==> src/rtl/ahb_pkg.sv <==
// Shared AHB-Lite encodings and master identifiers for the two-master arbiter.
package ahb_pkg;

  typedef enum logic [1:0] {
    HTRANS_IDLE   = 2'd0,
    HTRANS_BUSY   = 2'd1,
    HTRANS_NONSEQ = 2'd2,
    HTRANS_SEQ    = 2'd3
  } htrans_e;

  localparam logic HRESP_OKAY  = 1'b0;
  localparam logic HRESP_ERROR = 1'b1;

  // Address-phase owner; doubles as the arbiter FSM state (OWN0 = CPU, OWN1 = DMA).
  typedef enum logic {
    OWN0 = 1'b0,
    OWN1 = 1'b1
  } owner_e;

  localparam logic MASTER_CPU = 1'b0;
  localparam logic MASTER_DMA = 1'b1;

  // SEQ and BUSY continue a burst, so ownership must not move under them.
  function automatic logic is_burst_cont(input logic [1:0] htrans);
    return (htrans == HTRANS_SEQ) || (htrans == HTRANS_BUSY);
  endfunction

endpackage

==> src/rtl/ahb_arb_prio.sv <==
// Combinational next-owner selection: burst lock, hold expiry, then priority.
module ahb_arb_prio
  import ahb_pkg::*;
#(
  parameter owner_e DEFAULT_OWNER = OWN0,
  parameter bit     RR_EN         = 1'b0
) (
  input  logic [1:0] req_i,
  input  owner_e     owner_i,
  input  logic       burst_lock_i,
  input  logic       hold_expired_i,
  output owner_e     next_owner_o
);

  owner_e other;
  logic   other_req;

  assign other     = owner_e'(~owner_i);
  assign other_req = (owner_i == OWN0) ? req_i[1] : req_i[0];

  // Pick the owner for the next address phase.
  always_comb begin
    // NOTE: default assigned first so every path drives the output and no latch is inferred.
    next_owner_o = owner_i;
    if (burst_lock_i) begin
      next_owner_o = owner_i;
    end else if (hold_expired_i && other_req) begin
      next_owner_o = other;
    end else if (RR_EN) begin
      // The current owner is the most recently served master, so it ranks lowest.
      if (&req_i)        next_owner_o = other;
      else if (req_i[0]) next_owner_o = OWN0;
      else if (req_i[1]) next_owner_o = OWN1;
      else               next_owner_o = DEFAULT_OWNER;
    end else begin
      // With only two masters, "owner still requests" is already covered by these two tests.
      if (req_i[0])      next_owner_o = OWN0;
      else if (req_i[1]) next_owner_o = OWN1;
      else               next_owner_o = DEFAULT_OWNER;
    end
  end

endmodule

==> src/rtl/ahb_master_arbiter.sv <==
// Two-master AHB-Lite arbiter (CPU = M0, DMA = M1) with pipelined address/data ownership.
module ahb_master_arbiter
  import ahb_pkg::*;
#(
  parameter int unsigned DEFAULT_MASTER = 0,
  parameter int unsigned RR_EN          = 0,
  parameter int unsigned MAX_HOLD       = 16,
  parameter int unsigned CNT_W          = 5
) (
  input  logic        HCLK,
  input  logic        HRESET,
  input  logic        M0_HBUSREQ,
  output logic        M0_HGRANT,
  input  logic [31:0] M0_HADDR,
  input  logic [1:0]  M0_HTRANS,
  input  logic        M0_HWRITE,
  input  logic [2:0]  M0_HSIZE,
  input  logic [3:0]  M0_HPROT,
  input  logic [31:0] M0_HWDATA,
  output logic        M0_HREADY,
  output logic [31:0] M0_HRDATA,
  output logic        M0_HRESP,
  input  logic        M1_HBUSREQ,
  output logic        M1_HGRANT,
  input  logic [31:0] M1_HADDR,
  input  logic [1:0]  M1_HTRANS,
  input  logic        M1_HWRITE,
  input  logic [2:0]  M1_HSIZE,
  input  logic [3:0]  M1_HPROT,
  input  logic [31:0] M1_HWDATA,
  output logic        M1_HREADY,
  output logic [31:0] M1_HRDATA,
  output logic        M1_HRESP,
  output logic [31:0] HADDR,
  output logic [1:0]  HTRANS,
  output logic        HWRITE,
  output logic [2:0]  HSIZE,
  output logic [3:0]  HPROT,
  output logic [31:0] HWDATA,
  input  logic        S_HREADY,
  input  logic [31:0] S_HRDATA,
  input  logic        S_HRESP,
  output logic        HMASTER
);

  localparam owner_e            DEF_OWNER  = (DEFAULT_MASTER != 0) ? OWN1 : OWN0;
  localparam logic [CNT_W-1:0]  MAX_HOLD_C = CNT_W'(MAX_HOLD);

  owner_e             addr_owner_q, addr_owner_d;
  owner_e             data_owner_q, data_owner_d;
  logic [CNT_W-1:0]   hold_cnt_q, hold_cnt_d;
  owner_e             next_owner;
  logic               other_req;
  logic               burst_lock;
  logic               hold_expired;
  logic               counts_phase;

  // Address-phase mux follows the registered owner; reset forces the default owner through.
  always_comb begin
    HADDR  = M0_HADDR;
    HTRANS = M0_HTRANS;
    HWRITE = M0_HWRITE;
    HSIZE  = M0_HSIZE;
    HPROT  = M0_HPROT;
    if (addr_owner_q == OWN1) begin
      HADDR  = M1_HADDR;
      HTRANS = M1_HTRANS;
      HWRITE = M1_HWRITE;
      HSIZE  = M1_HSIZE;
      HPROT  = M1_HPROT;
    end
  end

  assign HWDATA    = (data_owner_q == OWN1) ? M1_HWDATA : M0_HWDATA;
  assign M0_HRESP  = (data_owner_q == OWN0) ? S_HRESP : HRESP_OKAY;
  assign M1_HRESP  = (data_owner_q == OWN1) ? S_HRESP : HRESP_OKAY;
  assign M0_HREADY = S_HREADY;
  assign M1_HREADY = S_HREADY;
  assign M0_HRDATA = S_HRDATA;
  assign M1_HRDATA = S_HRDATA;
  assign M0_HGRANT = (addr_owner_q == OWN0);
  assign M1_HGRANT = (addr_owner_q == OWN1);
  assign HMASTER   = addr_owner_q;

  assign other_req    = (addr_owner_q == OWN0) ? M1_HBUSREQ : M0_HBUSREQ;
  assign burst_lock   = is_burst_cont(HTRANS);
  assign hold_expired = (MAX_HOLD != 0) && (hold_cnt_q == MAX_HOLD_C);
  assign counts_phase = (HTRANS == HTRANS_NONSEQ) || (HTRANS == HTRANS_SEQ);

  ahb_arb_prio #(
    .DEFAULT_OWNER (DEF_OWNER),
    .RR_EN         (RR_EN != 0)
  ) u_prio (
    .req_i          ({M1_HBUSREQ, M0_HBUSREQ}),
    .owner_i        (addr_owner_q),
    .burst_lock_i   (burst_lock),
    .hold_expired_i (hold_expired),
    .next_owner_o   (next_owner)
  );

  // Next state: everything advances only on HREADY-high edges, wait states freeze it.
  always_comb begin
    addr_owner_d = addr_owner_q;
    data_owner_d = data_owner_q;
    hold_cnt_d   = hold_cnt_q;
    if (S_HREADY) begin
      addr_owner_d = next_owner;
      data_owner_d = addr_owner_q;
      if ((next_owner != addr_owner_q) || !other_req) begin
        hold_cnt_d = '0;
      end else if (counts_phase && (hold_cnt_q != MAX_HOLD_C)) begin
        hold_cnt_d = hold_cnt_q + CNT_W'(1);
      end
    end
  end

  // State registers with asynchronous reset to the default owner.
  always_ff @(posedge HCLK or posedge HRESET) begin
    if (HRESET) begin
      addr_owner_q <= DEF_OWNER;
      data_owner_q <= DEF_OWNER;
      hold_cnt_q   <= '0;
    end else begin
      // NOTE: non-blocking assignments so every register samples pre-edge values.
      addr_owner_q <= addr_owner_d;
      data_owner_q <= data_owner_d;
      hold_cnt_q   <= hold_cnt_d;
    end
  end

endmodule

==> config.mk <==
export PLATFORM = sky130hd
export DESIGN_NAME = ahb_master_arbiter
export DESIGN_NICKNAME = d
export VERILOG_FILES = /design/src/rtl/ahb_pkg.sv /design/src/rtl/ahb_arb_prio.sv /design/src/rtl/ahb_master_arbiter.sv
export SDC_FILE = /design/constraint.sdc
export NUM_CORES = 1
export LEC_CHECK = 0
export ABC_AREA = 1
export ABC_CLOCK_PERIOD_IN_PS = 2100
export BUFFER_PORTS_ARGS = -buffer_cell sky130_fd_sc_hd__buf_4
export CAP_MARGIN = 20
export CORE_AREA = 2 2 128 130
export DETAILED_ROUTE_END_ITERATION = 7
export DIE_AREA = 0 0 130 132
export REMOVE_ABC_BUFFERS = 1
export SYNTH_ARGS = -nofsm -noshare
export SYNTH_HDL_FRONTEND = slang
export SYNTH_SLANG_ARGS = --single-unit
==> constraint.sdc <==
create_clock -name HCLK -period 2.1 [get_ports HCLK]
set_input_delay 0.21 -clock HCLK [delete_from_list [all_inputs] [get_ports HCLK]]
set_output_delay 0.21 -clock HCLK [all_outputs]
set_load 0.02 [all_outputs]
==> metrics.txt <==
core area between 15000 and 20000 um2; worst path arrival time 1.39 ns; CTS tree built; Critical Path RT approximately 1.9 ns; crit path capture type output port; Lkg Pwr 1.96 nW; Tot Pwr 1.69 mW; FF-to-FF path depth 11; vias in the first global route approximately 2500; layout cells sized above 1 61.3%; via count 2533; Vias/cell between 3 and 4; initial antenna violation count 0; Setup CP Type reg2out; Min-Delay Endpoint HMASTER$_DFFE_PP0P_; GR Util All Layers between 10% and 20%; final hold slack between 0.2 and 0.3 ns; Worst R2R Start hold_cnt_q[0]$_DFFE_PP0P_; DP HPWL approximately 9000 um; CP Max Fanout 38; I/O Pins 331; final hold vios 0; first-pass GRT wire length 14400 um; post-route cell area roughly 3500 um2; max_cap viols 0; placed insts ~680; sequential area share after synthesis between 9 and 10%; relative slew slack roughly 78%; post-route ant nets 0; Worst-Skew Late Latency between 0.2 and 0.25 ns; power density cells about 480 nW/um2; worst hold start S_HREADY; Final min period about 1.6 ns; CTS Root Buffer Type clkbuf_16; Hold Path Cell Cnt 2; CTS HTree Levels 1; Finished Layout Cells just under 700; worst slew pin tran approximately 0.33 ns; clock skew slightly above 0.008 ns; drt pass-1 iters 4; R2R setup slack around 0.6 ns; die area 17200 um2; Final setup viols 0; Seq cells post-synth 7; class of the worst hold path in2reg; Avg Cell Area, Syn 6.27 um2; commonest non-fill, non-tap cell in the layout buf_4; end of the worst register-to-register path hold_cnt_q[2]$_DFFE_PP0P_; DRC viols 0; P&R area growth vs syn 83.6%; Antenna Cells 0; Mapped Cells approximately 300; RSZ-0062 raised after global routing false; clock sinks 7; Cell Area, Synth approximately 1900 um2; clock transition at the registers of the reported paths approximately 0.040 ns; Slew Limit Fails 0; Setup Fix Bufs, Post-CTS 0; Syn. warnings 0; total grt overflow 0; # port buffers between 200 and 250; fin nets ~660; Clock Tree Buf Depth 2; outcome complete, no violations; Fmax achieved about 620 MHz; Post-Place Worst Slack ~0.6 ns; most frequent cells in the layout 236 x buf_4, 140 x nand2_1, 32 x mux2_2; post_cts resized 0; initial drt markers between 90 and 100; CTS Buf Count 3; # hold bufs at CTS 1; Cell Area, Placed 3430 um2; Total Negative Setup Slacks 0 ns; fin crit share 76.3%; Rows 46; initial core utilization between 10% and 20%; maximum vdd drop approximately 0.25 mV; Post-Route WL 10500 um; routability cong. a little over 0.7; die height 132 um; distinct cell type count of the synthesized netlist 21; largest net degree at the start of global routing 39; final worst slack 0.498 ns; crit path launch type flip-flop; Die W approximately 130 um; Fillers ~1800; Final Core Density ~22%; final routed wire length divided by cell count about 15 um
==> how the worst max path moves through the flow <==
stage | from | endpoint | depth (start not counted)
after global routing | hold_cnt_q[0]$_DFFE_PP0P_ | hold_cnt_q[0]$_DFFE_PP0P_ | 12
after global placement | hold_cnt_q[0]$_DFFE_PP0P_ | hold_cnt_q[2]$_DFFE_PP0P_ | 11
after detailed placement | hold_cnt_q[0]$_DFFE_PP0P_ | hold_cnt_q[2]$_DFFE_PP0P_ | 11
after CTS | HMASTER$_DFFE_PP0P_ | HADDR[29] | 5
final | HMASTER$_DFFE_PP0P_ | HADDR[29] | 5
after floorplan | HMASTER$_DFFE_PP0P_ | hold_cnt_q[2]$_DFFE_PP0P_ | 7
==> where the power goes <==
group | total (mW) | internal, mW | switching (mW)
clock | 0.333 | 0.251 | 0.0824
sequential | 0.171 | 0.152 | 0.0188
combinational | 1.19 | 0.586 | 0.601
==> cell type report <==
type	count	area (um2)	area share, %
sequential	7	175	4.98
inverter	12	45.0	1.28
clock buffer	3	75.1	2.13
clock inverter	1	5.00	0.142
multi-input combinational	206	1130	32.1
timing repair buffer	239	1820	51.7
tap	216	270	7.68
==> flip-flops by register name, summed over array words and instances, names as in the netlist <==
| signal | count |
|---|---|
| data_owner_q | 1 |
| HMASTER | 1 |
| hold_cnt_q | 5 |
==> synth_stat cells <==
cell type | count | share of area (%)
inv_1 | 9 | 1.8
ha_1 | 2 | 1.3
xor2_1 | 2 | 0.91
buf_2 | 5 | 1.3
nand3_2 | 2 | 1.0
nand3_1 | 8 | 2.1
buf_4 | 67 | 26
buf_6 | 1 | 0.59
o21ai_0 | 2 | 0.52
nor2_4 | 1 | 0.59
xnor2_1 | 1 | 0.46
nand3_4 | 2 | 1.8
mux2_2 | 32 | 19
inv_2 | 3 | 0.59
nand2_1 | 140 | 27
clkbuf_1 | 6 | 1.2
nand2_2 | 3 | 0.98
buf_1 | 2 | 0.39
nand2_4 | 2 | 1.2
dfrtp_1 | 7 | 9.1
nor2_1 | 9 | 1.8
==> worst max-delay path, cell delays in order, from the launching register on <==
cell,delay (ns)
dfrtp_1,0.39
inv_2,0.20
buf_12,0.23
nand2_1,0.07
nand2_1,0.09
buf_4,0.15
==> cells by family (layout without fill, tap and decap cells) <==
logic type,Yosys count,after routing,synth area share (%)
compound gates,2,2,0.522
xor+xnor,3,3,1.37
fa+ha+maj,2,2,1.30
buf+inv,93,255,32.0
flops,7,7,9.13
mux,32,32,18.8
simple gates,167,167,36.9
==> layer usage <==
metal,vias up,part of all wire [%],wire [um],GRT usage (%)
li1,1201,-,-,-
met3,8,17,1790,9.46
met2,214,41,4330,15.6
met5,-,1.5,154,7.35
met4,4,0.22,23,0.478
met1,1106,40,4160,13.4
Note: power is estimated with default switching activity, not from simulation.
